===== src/rtl/pipelined_csel_adder_if.sv =====
// rtl/pipelined_csel_adder_if.sv - operand/result handshake bundle for pipelined_csel_adder
//
// Ports carried:
//   in_valid/in_ready   operand handshake (producer -> adder)
//   a, b, c_in, sub     operands, carry-in, subtract select
//   out_valid/out_ready result handshake (adder -> consumer)
//   s, c_out, v         sum/difference, carry out of MSB, signed overflow
// Modports: master = operand producer / result consumer, slave = the adder.
interface pipelined_csel_adder_if #(
    parameter int WIDTH = 16
);
    logic             in_valid;
    logic             in_ready;
    logic [WIDTH-1:0] a;
    logic [WIDTH-1:0] b;
    logic             c_in;
    logic             sub;
    logic             out_valid;
    logic             out_ready;
    logic [WIDTH-1:0] s;
    logic             c_out;
    logic             v;

    modport master (
        output in_valid, a, b, c_in, sub, out_ready,
        input  in_ready, out_valid, s, c_out, v
    );

    modport slave (
        input  in_valid, a, b, c_in, sub, out_ready,
        output in_ready, out_valid, s, c_out, v
    );
endinterface


===== src/rtl/pipelined_csel_adder.sv =====
// rtl/pipelined_csel_adder.sv - pipelined carry-select adder/subtractor with valid/ready handshake
//
// Parameters:
//   WIDTH  operand/result width, multiple of BLOCK
//   BLOCK  carry-select slice width
//   BPS    slices resolved per pipeline stage; WIDTH/BLOCK must be a multiple of BPS
// Ports:
//   clk      rising-edge clock
//   reset_n  asynchronous active-low reset
//   bus      pipelined_csel_adder_if.slave (operands in, result out)
// Latency is (WIDTH/BLOCK)/BPS cycles; one op per cycle while the consumer accepts.
module pipelined_csel_adder #(
    parameter int WIDTH = 16,
    parameter int BLOCK = 4,
    parameter int BPS   = 1
) (
    input  logic                   clk,
    input  logic                   reset_n,
    pipelined_csel_adder_if.slave  bus
);
    localparam int NBLK = WIDTH / BLOCK;
    localparam int LAT  = NBLK / BPS;
    localparam int MSB  = WIDTH - 1;

    // Stage i holds the op after slices 0 .. i*BPS-1 have been resolved.
    // Operand bits are kept whole; later stages only read their unresolved part
    // plus the MSBs needed for overflow at the output.
    logic             stg_valid [1:LAT];
    logic [WIDTH-1:0] stg_a     [1:LAT];
    logic [WIDTH-1:0] stg_b     [1:LAT];
    logic [WIDTH-1:0] stg_sum   [1:LAT];
    logic             stg_cy    [1:LAT];

    logic             nxt_valid [1:LAT];
    logic [WIDTH-1:0] nxt_a     [1:LAT];
    logic [WIDTH-1:0] nxt_b     [1:LAT];
    logic [WIDTH-1:0] nxt_sum   [1:LAT];
    logic             nxt_cy    [1:LAT];

    logic advance;

    // Single global enable: the whole pipe moves unless a result is parked at the output.
    assign advance      = !stg_valid[LAT] || bus.out_ready;
    assign bus.in_ready = advance;

    always_comb begin : resolve
        logic [WIDTH-1:0] cur_a;
        logic [WIDTH-1:0] cur_b;
        logic [WIDTH-1:0] cur_sum;
        logic             cur_cy;
        logic             cur_vld;
        logic [BLOCK:0]   sum0;
        logic [BLOCK:0]   sum1;
        int               k;

        cur_a   = '0;
        cur_b   = '0;
        cur_sum = '0;
        cur_cy  = 1'b0;
        cur_vld = 1'b0;
        sum0    = '0;
        sum1    = '0;
        k       = 0;

        for (int i = 1; i <= LAT; i++) begin
            if (i == 1) begin
                // Subtraction folds into the first stage as a bitwise invert of B;
                // the caller supplies the +1 through c_in.
                cur_a   = bus.a;
                cur_b   = bus.sub ? ~bus.b : bus.b;
                cur_sum = '0;
                cur_cy  = bus.c_in;
                cur_vld = bus.in_valid;
            end else begin
                cur_a   = stg_a[i-1];
                cur_b   = stg_b[i-1];
                cur_sum = stg_sum[i-1];
                cur_cy  = stg_cy[i-1];
                cur_vld = stg_valid[i-1];
            end

            for (int j = 0; j < BPS; j++) begin
                k    = (i - 1) * BPS + j;
                // Both candidate sums are formed independently of the incoming carry,
                // which then only drives the select.
                sum0 = {1'b0, cur_a[k*BLOCK +: BLOCK]} + {1'b0, cur_b[k*BLOCK +: BLOCK]};
                sum1 = {1'b0, cur_a[k*BLOCK +: BLOCK]} + {1'b0, cur_b[k*BLOCK +: BLOCK]}
                       + (BLOCK+1)'(1);
                {cur_cy, cur_sum[k*BLOCK +: BLOCK]} = cur_cy ? sum1 : sum0;
            end

            nxt_valid[i] = cur_vld;
            nxt_a[i]     = cur_a;
            nxt_b[i]     = cur_b;
            nxt_sum[i]   = cur_sum;
            nxt_cy[i]    = cur_cy;
        end
    end

    always_ff @(posedge clk or negedge reset_n) begin
        if (!reset_n) begin
            for (int i = 1; i <= LAT; i++) begin
                stg_valid[i] <= 1'b0;
                stg_a[i]     <= '0;
                stg_b[i]     <= '0;
                stg_sum[i]   <= '0;
                stg_cy[i]    <= 1'b0;
            end
        end else if (advance) begin
            for (int i = 1; i <= LAT; i++) begin
                stg_valid[i] <= nxt_valid[i];
                stg_a[i]     <= nxt_a[i];
                stg_b[i]     <= nxt_b[i];
                stg_sum[i]   <= nxt_sum[i];
                stg_cy[i]    <= nxt_cy[i];
            end
        end
    end

    assign bus.out_valid = stg_valid[LAT];
    assign bus.s         = stg_sum[LAT];
    assign bus.c_out     = stg_cy[LAT];
    // Derived from last-stage registers only, so it is cleared by reset and holds under stall.
    assign bus.v         = (stg_a[LAT][MSB] == stg_b[LAT][MSB]) &&
                           (stg_sum[LAT][MSB] != stg_a[LAT][MSB]);
endmodule

===== src/flat_wrapper.sv =====
// flat-port wrapper written by rule: the top's interface ports become plain ports
module pipelined_csel_adder_flat 
#(
    parameter int WIDTH = 16,
    parameter int BLOCK = 4,
    parameter int BPS   = 1
)
  (clk, reset_n, bus_in_valid, bus_a, bus_b, bus_c_in, bus_sub, bus_out_ready, bus_in_ready, bus_out_valid, bus_s, bus_c_out, bus_v);
  pipelined_csel_adder_if #(.WIDTH(WIDTH)) bus_i ();
  input  logic clk;
  input  logic reset_n;
  input wire logic [$bits(bus_i.in_valid)-1:0] bus_in_valid;
  input wire logic [$bits(bus_i.a)-1:0] bus_a;
  input wire logic [$bits(bus_i.b)-1:0] bus_b;
  input wire logic [$bits(bus_i.c_in)-1:0] bus_c_in;
  input wire logic [$bits(bus_i.sub)-1:0] bus_sub;
  input wire logic [$bits(bus_i.out_ready)-1:0] bus_out_ready;
  output wire logic [$bits(bus_i.in_ready)-1:0] bus_in_ready;
  output wire logic [$bits(bus_i.out_valid)-1:0] bus_out_valid;
  output wire logic [$bits(bus_i.s)-1:0] bus_s;
  output wire logic [$bits(bus_i.c_out)-1:0] bus_c_out;
  output wire logic [$bits(bus_i.v)-1:0] bus_v;
  assign bus_i.in_valid = bus_in_valid;
  assign bus_i.a = bus_a;
  assign bus_i.b = bus_b;
  assign bus_i.c_in = bus_c_in;
  assign bus_i.sub = bus_sub;
  assign bus_i.out_ready = bus_out_ready;
  assign bus_in_ready = bus_i.in_ready;
  assign bus_out_valid = bus_i.out_valid;
  assign bus_s = bus_i.s;
  assign bus_c_out = bus_i.c_out;
  assign bus_v = bus_i.v;
  pipelined_csel_adder #(.WIDTH(WIDTH), .BLOCK(BLOCK), .BPS(BPS)) u_core (.clk(clk), .reset_n(reset_n), .bus(bus_i));
endmodule

===== config.mk =====
export PLATFORM = sky130hd
export DESIGN_NAME = pipelined_csel_adder_flat
export DESIGN_NICKNAME = d
export VERILOG_FILES = /design/src/rtl/pipelined_csel_adder_if.sv /design/src/rtl/pipelined_csel_adder.sv /design/src/flat_wrapper.sv
export SDC_FILE = /design/constraint.sdc
export NUM_CORES = 1
export LEC_CHECK = 0
export CAP_MARGIN = 5
export CELL_PAD_IN_SITES_DETAIL_PLACEMENT = 2
export CELL_PAD_IN_SITES_GLOBAL_PLACEMENT = 2
export CORE_UTILIZATION = 31
export DETAILED_ROUTE_END_ITERATION = 10
export GPL_TIMING_DRIVEN = 1
export PLACE_DENSITY = 0.78
export SYNTH_ARGS = -nofsm -noshare
export SYNTH_HDL_FRONTEND = slang
export SYNTH_SLANG_ARGS = --single-unit

===== constraint.sdc =====
create_clock -name clk -period 2 [get_ports clk]
set_clock_uncertainty 0.1 [all_clocks]
set_input_delay 0.2 -clock clk [delete_from_list [all_inputs] [get_ports clk]]
set_output_delay 0.2 -clock clk [all_outputs]
set_load 0.02 [all_outputs]

Word-level counts from Yosys, hierarchy flattened
Index checks and enable logic that the tools add are counted.
- equality and inequality tests: 2
- muxes and demuxes: 5
- $add $sub $neg: 8
- bitwise gates (word level): 1
- reductions and logical operators: 3
- operators with widths (kind ; count):
    $add A4 B4 Y5 ; 4
    $add A5 B1 Y5 const B ; 4
    $mux W5 ; 4
    $mux W16 ; 1
    $not A16 Y16 ; 1
    $eq A1 B1 Y1 ; 1
    $logic_and A1 B1 Y1 ; 1
    $logic_not A1 Y1 ; 1
    $logic_or A1 B1 Y1 ; 1
    $ne A1 B1 Y1 ; 1
- output and inout port bits: 20
- register bits: 176
- input port bits: 38
- word-level logic and storage cells: 39

Longest topological paths before layout
Gate-level depths: netlist of run 1.
- depth after elaboration: 5
- depth in mapped cells: 10
- gate-level depth less buffers: 8

Worst setup path after synthesis of run 1
OpenSTA, ideal clock, no wires.
- path type: input -> register
- start: input bus_sub
- end: register u_core.stg_cy[3] (netlist name)
- arrival time: 2316 ps
- required time: 1805 ps
- setup time: 95 ps
- cell stages on the path: 10
- buffers on the path: 2
- path slack: -512 ps
- cells stage by stage: buf_2 > buf_2 > xor2_1 > ha_1 > fa_1 > ha_1 > nand2_1 > or2_1 > o31a_1 > o31ai_1
- cells in the longest elaborated chain, start to end: 4
- RTL lines (element ; RTL line ; RTL):
    start, declared ; flat_wrapper.sv:16 ; input wire logic [$bits(bus_i.sub)-1:0] bus_sub;
    $mux W16 (*) ; pipelined_csel_adder.sv:70 ; cur_b = bus.sub ? ~bus.b : bus.b;
    $add A4 B4 Y5 (*) ; pipelined_csel_adder.sv:86, pipelined_csel_adder.sv:87 ;
    $add A5 B1 Y5 ; pipelined_csel_adder.sv:88 ; + (BLOCK+1)'(1);
    $mux W5 (*) ; pipelined_csel_adder.sv:89 ; {cur_cy, cur_sum[k*BLOCK +: BLOCK]} = cur_cy ? sum1 : sum0;
    end signal, assigned by index ; pipelined_csel_adder.sv:115 ; stg_cy[i] <= nxt_cy[i];
    end, declared ; pipelined_csel_adder.sv:32 ; logic stg_cy [1:LAT];
Every way passes the cells marked *; elsewhere a longest branch is shown, timed or not.
A chain may end at the register's enable or synchronous reset.

Worst setup path after layout of run 1
- start: register u_core.stg_a, in the netlist u_core.nxt_a[24]
- end: register u_core.stg_cy[1] (netlist name)
- cells in the longest elaborated chain, start to end: 3
- RTL lines (element ; RTL line ; RTL):
    start, declared ; pipelined_csel_adder.sv:29 ; logic [WIDTH-1:0] stg_a [1:LAT];
    start signal, assigned by index ; pipelined_csel_adder.sv:112 ; stg_a[i] <= nxt_a[i];
    $add A4 B4 Y5 (*) ; pipelined_csel_adder.sv:86, pipelined_csel_adder.sv:87 ;
    $add A5 B1 Y5 ; pipelined_csel_adder.sv:88 ;
    $mux W5 (*) ; pipelined_csel_adder.sv:89 ;
Marks and branches as above.

==> out/metrics.yaml, run 1 <==
clkLatencyLatePin_ns: 0.35
wl_per_cell_um: 16.3
fin_area_mm2: 0.00619
p_leak_uw: 0.00296
endpoint_kind: "register"
grt_use_met2: 0.329
tns_ns: -1.01
critPathArrivalTime_ns: 2.44
setup_viol: 6
ys_ff_latch: 98
met1_usage: 0.207
cp_max_fo: 3
dp_hpwl_um: 8160
worst_pin_slew_ns: 0.460
die_x_um: 123
die_h_um: 123
synth-warning-count: 0
ys.flop_type: "dfrtp_1"
period_share: 1.14
ys_seq_area_frac: 0.537
layout_setup_ws_ns: -0.285
finalMaxSlewViolations: 0
grt_max_degree: 85
syn-cell-area_mm2: 0.00457
routed_wl_um: 12800
layout.nets: 662
overflow: 0
grt_pass1_wl_um: 20600
io_pins: 58
maxCapViolCount: 0
start_kind: "register"
slew_headroom: 0.693
min_period_ns: 2.28
crit_slowest_cell: "fa_2"
start_util: 0.316
antenna_found_initial: 0
rows: 44
violations: "negative setup slack"
p_per_area_mw_per_mm2: 1620
yosys.area.top_type: "dfrtp_1"
vdd_drop_max_v: 0.000445
use_met3: 0.0240
path_cells: "ha_2 > fa_2 > ha_4 > nand2_2 > or2_4 > o31a_1 > o31ai_1"
area_growth_pct: 35.5
core_mm2: 0.0145
rsz0062_at_grt: "true"
die_area_mm2: 0.0152
hold_violations: 0
detail_route.drc_violations: 0
status: "finished, violations left"
yosysTopAreaCellShare: 0.537
gp_congestion: 0.821
grtUsageTotal: 0.179
drt_iter0_drc: 162
max_freq_ghz: 0.438
htreeDepth: 3
top_usage_layer: "met2"
cts_tree: "built"
synth_edf_count: 0
synth_cells: 511
slowest_delay_ns: 0.58
syn_nets: 573
grt_pass1_vias: 4203
synth_common_cells: "nand2_1, dfrtp_1, o21ai_0"
antenna_cells: 0
ant_nets: 0
viasPerCell: 4.80
yosysMostFrequentCell: "nand2_1"
synthTopCellsByArea: "dfrtp_1, nand2_1, ha_1"
dpl_cell_area_mm2: 0.00555
avgSynthCellArea_um2: 8.94
worstSetupPathType: "register to register"
numCtsBuffers: 9
clock_sinks: 98
num_vias: 3786
path_clk_slew_ns: 0.07
drtPass1Iterations: 4
hp-class: "input pin to async pin"
drive_gt1_frac: 0.182
ctsRootBufferMaster: "clkbuf_16"
required_ns: 2.16
synthArstFlopShare: 1.00
io_buffers: 57
synth_cell_types: 25
clockBufferDepth: 2
==> cells in the final DEF (no fill, tap or decap), types with 8 or more instances in the layout <==
cell type        netlist  routed
o21ai_0               29      24
clkdlybuf4s50_1        0      51
buf_4                  0      35
ha_1                  20      11
clkbuf_16              0       9
nand2_1              237     227
ha_2                   0       8
nand2_2                0       9
xnor2_1               20      19
a21oi_1               16      11
dfrtp_1               98      98
==> what timing repair did <==
| item | 4_1_cts | 5_1_grt |
|---|---|---|
| endpoints found under the hold margin | 30 | 0 |
| setup buffers | 13 | 11 |
| gates resized for setup | 26 | 37 |
| setup endpoints to repair | 11 | 13 |
| pin swaps | 13 | 16 |
| hold buffers | 1 | 0 |
==> final cells by class <==
class | count | area [µm²]
fill | 1572 | 8290
sequential | 98 | 2450
multi-input combinational | 385 | 2220
timing repair buffer | 101 | 975
clock buffer | 11 | 243
tap | 184 | 230
clock inverter | 5 | 53.8
inverter | 5 | 18.8
==> cell families (layout without fill, tap and decap cells) <==
family | after synthesis | in the layout | share of synthesized area
simple gates | 276 | 276 | 0.242
flops | 98 | 98 | 0.537
compound gates | 57 | 57 | 0.0706
buf+inv | 28 | 122 | 0.0238
fa+ha+maj | 24 | 24 | 0.0723
xor+xnor | 24 | 24 | 0.0460
mux | 4 | 4 | 0.00876
==> stage by stage <==
stage	power (µW)	hold slack [ns]	cells	util	setup WS, ns
5_1_grt	10800	0.291	789	0.428	-0.336
6_report	10000	0.238	789	0.428	-0.285
4_1_cts	9720	0.252	785	0.416	-0.270
3_3_place_gp	7240	0.0847	757	0.383	-0.652
2_1_floorplan	5870	-0.196	511	-	-0.395
3_5_place_dp	7560	0.0880	757	0.383	-0.755
==> registers in the layout, indices dropped and copies added (netlist names) <==
register and flops:
u_core.nxt_sum 24, u_core.nxt_a 20, u_core.nxt_b 20, u_core.bus.s 16, u_core.resolve.cur_a 4, u_core.resolve.cur_b 4, u_core.stg_cy 3, u_core.nxt_valid 2
u_core.bus.c_out 1, u_core.bus.out_valid 1, u_core.resolve.cur_vld 1, u_core.stg_a 1, u_core.stg_b 1
==> metal layers <==
layer | share of wire | wire length (µm) | vias to the layer above
li1 | - | - | 1817
met1 | 0.41 | 5320 | 1913
met2 | 0.55 | 7030 | 43
met3 | 0.021 | 273 | 13
met4 | 0.017 | 220 | 0
met5 | 0 | 0 | -
==> path summary, 6_finish.rpt <==
kind,depth (start not counted),from,slack (ns),end
max,7,u_core.nxt_a[24]$_DFFE_PN0P_,-0.28,u_core.stg_cy[1]$_DFFE_PN0P_
max reg2reg,7,u_core.nxt_a[24]$_DFFE_PN0P_,-0.28,u_core.stg_cy[1]$_DFFE_PN0P_
min reg2reg,2,u_core.resolve.cur_b[14]$_DFFE_PN0P_,0.37,u_core.resolve.cur_b[14]$_DFFE_PN0P_
min in group clk,3,bus_a[11],0.28,u_core.nxt_a[43]$_DFFE_PN0P_
max in group asynchronous,3,reset_n,0.95,u_core.nxt_a[43]$_DFFE_PN0P_
min,2,reset_n,0.24,u_core.bus.s[14]$_DFFE_PN0P_
==> worst max-delay path, delay by kind of cell, from the launching register on <==
kind | cells | cell delay, ns
and+or+nand+nor | 2 | 0.32
adders and majority gates | 3 | 0.93
DFF | 1 | 0.38
AOI/OAI and AO/OA | 2 | 0.45
==> report_power, final <==
group / leakage, µW / switching [µW] / internal [µW]
sequential: 0.00119 / 610 / 2870
combinational: 0.00162 / 2590 / 2180
clock: 0.000149 / 770 / 1000
total: 0.00296 / 3970 / 6040
Note: power is estimated with default switching activity, not from simulation.
==> run 2: changes to the inputs <==
--- a/config.mk
+++ b/config.mk
@@ -12,6 +12,7 @@
 export DETAILED_ROUTE_END_ITERATION = 10
 export GPL_TIMING_DRIVEN = 1
 export PLACE_DENSITY = 0.78
+export RECOVER_POWER = 25
 export SYNTH_ARGS = -nofsm -noshare
 export SYNTH_HDL_FRONTEND = slang
 export SYNTH_SLANG_ARGS = --single-unit
==> run 2 against run 1 <==
  * The flow still finishes with violations (negative setup slack)
  * Non-clock buffer count did not move
  * Cell count did not move
  * Setup slack barely moved
  * Hold slack improved by 0.042 ns
  * Routed wire length barely moved
  * Via count barely moved
  * Flip-flop and latch count did not move
  * Critical path type unchanged
  * Highest routed layer unchanged
==> out/metrics.yaml, run 2 (synthesis results as in run 1) <==
status: "finished, violations left"
violations: "negative setup slack"
ant_nets: 0  # unchanged
dpl_cell_area_mm2: 0.00555  # unchanged
crit_slowest_cell: "fa_1"
io_pins: 58  # unchanged
die_x_um: 123  # unchanged
drtPass1Iterations: 5  # +1
endpoint_kind: "register"
area_growth_pct: 35.1
clock_sinks: 98  # unchanged
p_leak_uw: 0.00295  # -0.18%
max_freq_ghz: 0.438  # about the same
pwr-share-seq: 0.347  # about the same
grtUsageTotal: 0.179  # unchanged
wl_per_cell_um: 16.3  # about the same
rows: 44  # unchanged
worst_path_most_repeated_cell: "ha_2"
routed_wl_um: 12800  # about the same
die_h_um: 123  # unchanged
layout_common_cells: "nand2_1, dfrtp_1, clkdlybuf4s50_1"
grt_max_degree: 85  # unchanged
layout.nets: 662  # unchanged
numCtsBuffers: 9  # unchanged
start_kind: "register"
overflow: 0  # unchanged
cp_max_fo: 3  # unchanged
path_cells: "ha_2 > fa_1 > ha_2 > nand2_2 > or2_4 > nor4_1 > o31ai_2"
io_buffers: 57  # unchanged
antenna_found_initial: 0  # unchanged
required_ns: 2.13  # -0.03 ns
fin_area_mm2: 0.00618  # -0.24%
period_share: 1.14  # about the same
grt_pass1_wl_um: 20600  # unchanged
layout_setup_ws_ns: -0.284  # +0.000491 ns
die_area_mm2: 0.0152  # unchanged
num_vias: 3785  # -0.026%
hold_violations: 0  # unchanged
cts_tree: "built"
power.total_uw: 10000  # about the same
antenna_cells: 0  # unchanged
largest_register_ffs: 24  # unchanged
worst_pin_slew_ns: 0.853  # +0.392 ns
hp-class: "input pin to register"
worst-path-buf-inv: 0  # unchanged
worstSetupPathType: "register to register"
core_mm2: 0.0145  # unchanged
final_common_cell: "nand2_1"
p_clk_frac: 0.177  # about the same
combinationalPowerShare: 0.476  # about the same
p_sw_frac: 0.396  # about the same
ctsRootBufferMaster: "clkbuf_16"
htreeDepth: 3  # unchanged
path_clk_slew_ns: 0.06  # about the same
vdd_drop_max_v: 0.000445  # about the same
grt_pass1_vias: 4203  # unchanged
internal_power_uw: 6040  # about the same
p_switching_uw: 3970  # about the same
crit_family: "adder cells"
finalMaxSlewViolations: 0  # unchanged
ff2ff_setup_slack_ns: -0.28  # about the same
slowest_delay_ns: 0.51  # -0.07 ns
critPathArrivalTime_ns: 2.41  # -0.03 ns
min_period_ns: 2.28  # -0.000491 ns
detail_route.drc_violations: 0  # unchanged
clkLatencyLatePin_ns: 0.35  # about the same
gp_congestion: 0.821  # unchanged
rsz0062_at_grt: "true"
drt_iter0_drc: 153  # -5.6%
dp_hpwl_um: 8160  # unchanged
viasPerCell: 4.80  # about the same
start_util: 0.316  # unchanged
maxCapViolCount: 0  # unchanged
slew_headroom: 0.431  # -0.262
clockBufferDepth: 2  # unchanged
p_per_area_mw_per_mm2: 1620  # +0.20%
setup_viol: 6  # unchanged
drive_gt1_frac: 0.182  # unchanged
==> run 2: changes by cell type in the layout (fill, tap and decap cells not counted), sizes merged <==
cell / delta
clkbuf: +2
buf: -2
==> run 2: what timing repair did <==
| item | in CTS | in global routing |
|---|---|---|
| hold buffers | 1 | 0 |
| buffers inserted | 13 | 11 |
| setup endpoints to repair | 11 | 13 |
| pin swaps | 13 | 16 |
| endpoints found under the hold margin | 30 | 0 |
| gates resized for setup | 26 | 37 |
==> run 2: cell type report <==
| type | count | area, µm² |
|---|---|---|
| fill | 1575 | 8300 |
| sequential | 98 | 2450 |
| multi-input combinational | 385 | 2220 |
| timing repair buffer | 101 | 960 |
| clock buffer | 11 | 243 |
| tap | 184 | 230 |
| clock inverter | 5 | 53.8 |
| inverter | 5 | 18.8 |
==> run 2: final timing paths <==
kind / from / to / depth (start not counted)
min reg2reg: u_core.resolve.cur_b[14]$_DFFE_PN0P_ / u_core.resolve.cur_b[14]$_DFFE_PN0P_ / 2
min: bus_a[11] / u_core.nxt_a[43]$_DFFE_PN0P_ / 3
max reg2reg: u_core.nxt_b[36]$_DFFE_PN0P_ / u_core.stg_cy[2]$_DFFE_PN0P_ / 7
max in group asynchronous: reset_n / u_core.nxt_a[37]$_DFFE_PN0P_ / 3
min in group asynchronous: reset_n / u_core.bus.s[14]$_DFFE_PN0P_ / 2
max: u_core.nxt_b[36]$_DFFE_PN0P_ / u_core.stg_cy[2]$_DFFE_PN0P_ / 7
==> run 2: per-stage QoR <==
step / std cells / util / hold slack (ns) / setup TNS [ns] / setup WS, ns
after floorplan: 511 / - / -0.196 / -1.01 / -0.395
final: 789 / 0.427 / 0.280 / -1.02 / -0.284
after CTS: 785 / 0.416 / 0.252 / -1.21 / -0.270
after detailed placement: 757 / 0.383 / 0.0880 / -3.13 / -0.755
after global placement: 757 / 0.383 / 0.0847 / -2.51 / -0.652
after global routing: 789 / 0.427 / 0.300 / -1.47 / -0.336
==> run 2: routing by layer <==
| metal | part of all wire | vias up | GRT usage | wire length [µm] |
|---|---|---|---|---|
| met5 | 0 | - | 0 | 0 |
| met2 | 0.55 | 43 | 0.329 | 7060 |
| met3 | 0.021 | 13 | 0.0240 | 273 |
| li1 | - | 1818 | - | - |
| met4 | 0.017 | 0 | 0.0761 | 220 |
| met1 | 0.41 | 1911 | 0.207 | 5270 |
==> run 2: power groups by stage <==
stage               Combinational, µW  Clock [µW]  Sequential [µW]
floorplan                        2340           0             3530
global placement                 3830           0             3410
detailed placement               4090           0             3480
CTS                              4440        1810             3470
global route                     5310        1880             3590
finish                           4770        1770             3470
==> run 2: worst min-delay path, stage by stage <==
cell and delay, ns:
clkdlybuf4s50_1 0.39, nand2_1 0.05, nand2_1 0.04
